--- src/rtl/uart_rx_monitor.sv ---
// uart_rx_monitor: bench-side UART receiver for the uart_0_tx pin.
// Deserialises 8N1 frames into bytes, or 8E1 frames when the macro
// UART_RX_MONITOR_PARITY_EN is defined. Received bytes go into a small
// first-word fall-through FIFO with a valid/ready handshake. Line errors
// raise one-cycle pulses and bump a saturating error counter. A dropped
// byte sets a sticky overflow flag.
module uart_rx_monitor #(
   parameter int CLKS_PER_BIT = 434,
   parameter int FIFO_DEPTH   = 16
) (
   input  logic       i_clk,
   input  logic       i_rst,
   input  logic       i_rx,
   output logic [7:0] o_data,
   output logic       o_valid,
   input  logic       i_ready,
   output logic       o_busy,
   output logic       o_frame_err,
   output logic       o_parity_err,
   output logic       o_overflow,
   output logic [7:0] o_err_count,
   input  logic       i_clr
);

   localparam int CW    = $clog2(CLKS_PER_BIT);
   localparam int AW    = $clog2(FIFO_DEPTH);
   localparam int CNT_W = AW + 1;
   localparam logic [CW-1:0]    TICK_VAL = CW'(CLKS_PER_BIT - 1);
   localparam logic [CW-1:0]    HALF_VAL = CW'(CLKS_PER_BIT / 2 - 1);
   localparam logic [CNT_W-1:0] FULL_VAL = CNT_W'(FIFO_DEPTH);

   typedef enum logic [2:0] {IDLE, START, DATA, PARITY, STOP} state_t;

   state_t        state;
   logic [CW-1:0] cnt;
   logic [2:0]    bit_idx;
   logic [7:0]    shreg;
   logic          par_bad;

   logic rx_meta, rx_s, rx_prev;
   logic fall, tick, stop_tick, push, err_evt;

   logic [7:0]       mem [FIFO_DEPTH];
   logic [AW-1:0]    wr_ptr, rd_ptr;
   logic [CNT_W-1:0] count;
   logic             full, pop, wr_en, ovf_evt;

   // Two-flop synchroniser plus one history flop for falling-edge detect.
   // NOTE: these reset to 1 (idle line level) so leaving reset never looks like a start bit.
   always_ff @(posedge i_clk or posedge i_rst) begin
      if (i_rst) begin
         rx_meta <= 1'b1;
         rx_s    <= 1'b1;
         rx_prev <= 1'b1;
      end else begin
         rx_meta <= i_rx;
         rx_s    <= rx_meta;
         rx_prev <= rx_s;
      end
   end

   assign fall      = rx_prev & ~rx_s;
   assign tick      = (cnt == TICK_VAL);
   assign stop_tick = (state == STOP) && tick;
   // NOTE: push is combinational from the STOP tick so the byte lands in the FIFO at the end of that same cycle.
   assign push      = stop_tick & rx_s & ~par_bad;
   assign err_evt   = stop_tick & (~rx_s | par_bad);
   assign o_busy    = (state != IDLE);

   // Receiver FSM: bit timing, shifting, and the registered error pulses.
   always_ff @(posedge i_clk or posedge i_rst) begin
      if (i_rst) begin
         state       <= IDLE;
         cnt         <= '0;
         bit_idx     <= '0;
         shreg       <= '0;
         o_frame_err <= 1'b0;
`ifdef UART_RX_MONITOR_PARITY_EN
         par_bad      <= 1'b0;
         o_parity_err <= 1'b0;
`endif
      end else begin
         o_frame_err <= 1'b0;
`ifdef UART_RX_MONITOR_PARITY_EN
         o_parity_err <= 1'b0;
`endif
         case (state)
            IDLE: begin
               cnt <= '0;
               if (fall) state <= START;
            end
            START: begin
               if (cnt == HALF_VAL) begin
                  cnt     <= '0;
                  bit_idx <= '0;
`ifdef UART_RX_MONITOR_PARITY_EN
                  par_bad <= 1'b0;
`endif
                  state   <= rx_s ? IDLE : DATA;
               end else begin
                  cnt <= cnt + 1'b1;
               end
            end
            DATA: begin
               if (tick) begin
                  cnt     <= '0;
                  shreg   <= {rx_s, shreg[7:1]};
                  bit_idx <= bit_idx + 3'd1;
                  if (bit_idx == 3'd7) begin
`ifdef UART_RX_MONITOR_PARITY_EN
                     state <= PARITY;
`else
                     state <= STOP;
`endif
                  end
               end else begin
                  cnt <= cnt + 1'b1;
               end
            end
`ifdef UART_RX_MONITOR_PARITY_EN
            PARITY: begin
               if (tick) begin
                  cnt     <= '0;
                  par_bad <= rx_s ^ (^shreg);
                  state   <= STOP;
               end else begin
                  cnt <= cnt + 1'b1;
               end
            end
`endif
            STOP: begin
               if (tick) begin
                  cnt   <= '0;
                  state <= IDLE;
                  if (!rx_s) begin
                     o_frame_err <= 1'b1;
`ifdef UART_RX_MONITOR_PARITY_EN
                  end else if (par_bad) begin
                     o_parity_err <= 1'b1;
`endif
                  end
               end else begin
                  cnt <= cnt + 1'b1;
               end
            end
            default: state <= IDLE;
         endcase
      end
   end

`ifndef UART_RX_MONITOR_PARITY_EN
   assign par_bad      = 1'b0;
   assign o_parity_err = 1'b0;
`endif

   assign pop     = o_valid & i_ready;
   assign full    = (count == FULL_VAL);
   assign wr_en   = push & (~full | pop);
   assign ovf_evt = push & full & ~pop;
   assign o_valid = (count != '0);
   assign o_data  = o_valid ? mem[rd_ptr] : 8'h00;

   // FIFO pointers and occupancy; pointers wrap naturally at FIFO_DEPTH.
   always_ff @(posedge i_clk or posedge i_rst) begin
      if (i_rst) begin
         wr_ptr <= '0;
         rd_ptr <= '0;
         count  <= '0;
      end else begin
         if (wr_en) wr_ptr <= wr_ptr + 1'b1;
         if (pop)   rd_ptr <= rd_ptr + 1'b1;
         case ({wr_en, pop})
            2'b10:   count <= count + 1'b1;
            2'b01:   count <= count - 1'b1;
            default: count <= count;
         endcase
      end
   end

   // FIFO storage write port.
   // NOTE: storage has no reset; empty pointers plus the o_valid gate on o_data hide stale contents.
   always_ff @(posedge i_clk) begin
      if (wr_en) mem[wr_ptr] <= shreg;
   end

   // Sticky overflow flag and saturating error counter; a same-cycle event beats i_clr.
   always_ff @(posedge i_clk or posedge i_rst) begin
      if (i_rst) begin
         o_overflow  <= 1'b0;
         o_err_count <= 8'd0;
      end else begin
         if (ovf_evt)    o_overflow <= 1'b1;
         else if (i_clr) o_overflow <= 1'b0;

         if (err_evt) begin
            if (i_clr)                     o_err_count <= 8'd1;
            else if (o_err_count != 8'hFF) o_err_count <= o_err_count + 8'd1;
         end else if (i_clr) begin
            o_err_count <= 8'd0;
         end
      end
   end

endmodule

--- config.mk ---
export PLATFORM = sky130hd
export DESIGN_NAME = uart_rx_monitor
export DESIGN_NICKNAME = d
export VERILOG_FILES = /design/src/rtl/uart_rx_monitor.sv
export SDC_FILE = /design/constraint.sdc
export NUM_CORES = 1
export LEC_CHECK = 0
export CORE_MARGIN = 5
export CORE_UTILIZATION = 55
export DETAILED_ROUTE_END_ITERATION = 10
export PLACE_DENSITY = 0.76
export SLEW_MARGIN = 20
export SYNTH_ARGS = -nofsm -noshare
export SYNTH_HDL_FRONTEND = slang
export SYNTH_SLANG_ARGS = --single-unit
--- constraint.sdc ---
create_clock -name i_clk -period 2.8 [get_ports i_clk]
set_input_delay 0.42 -clock i_clk [delete_from_list [all_inputs] [get_ports i_clk]]
set_output_delay 0.42 -clock i_clk [all_outputs]
set_load 0.1 [all_outputs]
==> results.yml <==
status:
  status: "finished with violations"
  violations: "setup timing"
global_route:
  grt_antenna_before_repair: 0
  grt_pass1_vias: 4201
  grt_pass1_wl_mm: 25.1
  grt_max_degree: 36
  track_usage_pct: 21.2
  grt_overflow_total: 0
die:
  die_height_um: 128
  design.portCount: 26
  rows: 43
  core_um2: 13700
  dieArea_um2: 16300
  start_util_pct: 55.3
  die_w_um: 128
detailed_routing:
  routedWlPerCell_um: 23.1
  detail_route.iter0.violations: 538
  drc: 0
  via_per_inst: 5.99
  vias: 4173
  drt_pass1_iterations: 5
  ant_nets: 0
  wl_mm: 16.1
timing:
  tightest_slew_ns: 0.748
  hold_viol_final: 0
  fin_ws_ns: -0.100
  maxSlewHeadroom_pct: 50.1
  setup-violations-final: 8
  fin_crit_ns: 2.90
  finalClockSkew_ns: 0.00780
  fmax_ghz: 0.345
  rsz0062_at_grt: "yes"
  fin_crit_sh_pct: 104
  slew_viol_final: 0
finish:
  fillers: 916
  fin_area_um2: 8940
  drive_above_1_share_pct: 29.2
  fin_nets: 522
  area_delta_synth_final_pct: 17.7
  diodes: 0
  final_common_cell: "edfxtp_1"
  most-common-layout-cells: "edfxtp_1 (128), dfrtp_1 (45), mux4_2 (40)"
place:
  place_area_um2: 8160
  gp_congestion: 0.863
  io_buffers: 24
  hpwl_mm: 10.2
  place_ws_ns: 0.131
setup_path:
  cp_max_fo: 6
  path_class: "register to output pin"
  endpoint_kind: "output pin"
  cpPeakStageDelay_ns: 0.52
  cp_slowest_cell: "mux4_2"
  crit_path_start_kind: "register"
  rr_worst_depth: 9
  worstPathCellList: "buf_12 -> buf_16 -> mux4_2 -> mux4_2 -> nor2b_4 -> buf_12"
  arrival_ns: 2.48
  crit_required_ns: 2.38
clocking:
  path_clk_slew_ns: 0.07
  clk_latency_ns: 0.43
  hold_buffers: 0
  root_buffer: "clkbuf_16"
  ctsLongestPathBuffers: 2
  htreeDepth: 4
  numCtsBuffers: 17
  cts_sinks: 177
  cts_tree: "done"
synth:
  syn_avg_cell_area_um2: 16.4
  synth.ff_latch_count: 177
  netlist_instances: 464
  synthArstFlopShare_pct: 27.7
  seq_area_frac_synth_pct: 66.8
  yosys_warnings: 0
  ys_types: 56
  netlist_area_um2: 7590
  synth_edf_count: 128
  yosys_most_used_dff: "edfxtp_1"
  syn_nets: 482
job:
  maxCapViolations: 0
min_path:
  hold_class: "input port to asynchronous set/reset pin"
power:
  powerDensity_nw_per_um2: 764
  power.leakage_nw: 3.51
  peakVddDrop_mv: 0.466
-- per-layer routing --
layer	wire length [um]	vias up	GRT usage [%]
met2	8310	184	34.9
met4	188	0	6.31
met3	1100	17	5.02
met1	6490	2098	28.4
met5	0	-	0
li1	-	1874	-
-- where the power goes --
part / internal, mW / switching, mW / total (mW)
Sequential: 2.89 / 0.175 / 3.06
Combinational: 0.720 / 0.715 / 1.44
Clock: 1.32 / 1.01 / 2.33
-- final timing paths --
| path | start | end | slack [ns] |
|---|---|---|---|
| hold / removal | i_rst | shreg[0]$_DFFE_PP0P_ | 0.34 |
| setup / recovery | rd_ptr[0]$_DFFE_PP0P_ | o_data[3] | -0.10 |
| min in group i_clk | rx_meta$_DFF_PP1_ | rx_s$_DFF_PP1_ | 0.36 |
| hold reg to reg | rx_meta$_DFF_PP1_ | rx_s$_DFF_PP1_ | 0.36 |
| max in group asynchronous | i_rst | rx_s$_DFF_PP1_ | 1.85 |
| setup reg to reg | count[1]$_DFFE_PP0P_ | count[4]$_DFFE_PP0P_ | 0.26 |
-- stage by stage --
| step | setup TNS [ns] | cells | util, % | total power, mW | hold slack, ns |
|---|---|---|---|---|---|
| floorplan | 0 | 464 | - | 3.99 | 0.345 |
| global placement | 0 | 660 | 59.5 | 4.25 | 0.348 |
| detailed placement | 0 | 660 | 59.5 | 4.28 | 0.351 |
| CTS | -0.712 | 697 | 65.0 | 6.87 | 0.341 |
| global route | -1.11 | 697 | 65.2 | 7.11 | 0.366 |
| finish | -0.691 | 697 | 65.2 | 6.83 | 0.340 |
-- synthesized netlist by cell type, types with 3 or more instances --
master	instances	share of area, %
clkbuf_1	8	0.40
mux2_2	12	1.8
and3_1	6	0.49
inv_1	18	0.89
buf_2	4	0.26
ha_1	13	2.1
xnor2_1	15	1.7
nor3b_1	4	0.40
or3_1	6	0.49
nor4_1	6	0.49
nand4_1	4	0.33
nand2_1	18	0.89
nor3_1	10	0.66
nor2b_1	9	0.74
a21oi_1	9	0.59
edfxtp_1	128	51
nand3_1	7	0.46
dfstp_2	3	1.0
mux4_2	40	12
o21ai_0	15	0.99
dfrtp_1	46	15
and2_1	17	1.4
nand2b_1	4	0.33
buf_1	3	0.15
nor2_1	20	0.99
-- cells by family after synthesis --
family / Yosys count / share of synthesized area (%)
xor+xnor: 16 / 1.85
compound gates: 41 / 3.39
fa+ha+maj: 13 / 2.14
other cells: 1 / 0.0494
simple gates: 125 / 9.66
flops: 177 / 66.8
mux: 54 / 13.9
buf+inv: 37 / 2.19
-- final cells by class --
cell class | instances | area [um2] | area share, %
multi-input cells | 250 | 2440 | 27.2
inverters | 18 | 67.6 | 0.756
well taps | 180 | 225 | 2.52
clock buffers | 17 | 425 | 4.76
flip-flops and latches | 177 | 5070 | 56.8
clock inverters | 15 | 158 | 1.76
repair buffers | 40 | 553 | 6.19
-- registers in the layout, indices dropped and copies added (netlist names) --
signal       cells
shreg            8
count            5
state            3
o_overflow       1
rx_s             1
wr_ptr           4
o_frame_err      1
o_err_count      8
rx_meta          1
cnt              9
rd_ptr           4
rx_prev          1
bit_idx          3
mem            128
-- critical path, delay by kind of cell (launching register included) --
kind / cells / cell delay (ns)
muxes: 2 / 1.01
buffers and inverters: 3 / 0.46
and+or+nand+nor: 1 / 0.16
DFF: 1 / 0.41
-- timing repair --
action / CTS / global route
gates cloned: 3 / 0
setup endpoints to repair: 8 / 112
gates resized for setup: 13 / 11
setup buffers: 2 / 0
pin swaps: 0 / 0
No activity file was read; power rests on OpenSTA's default activity.
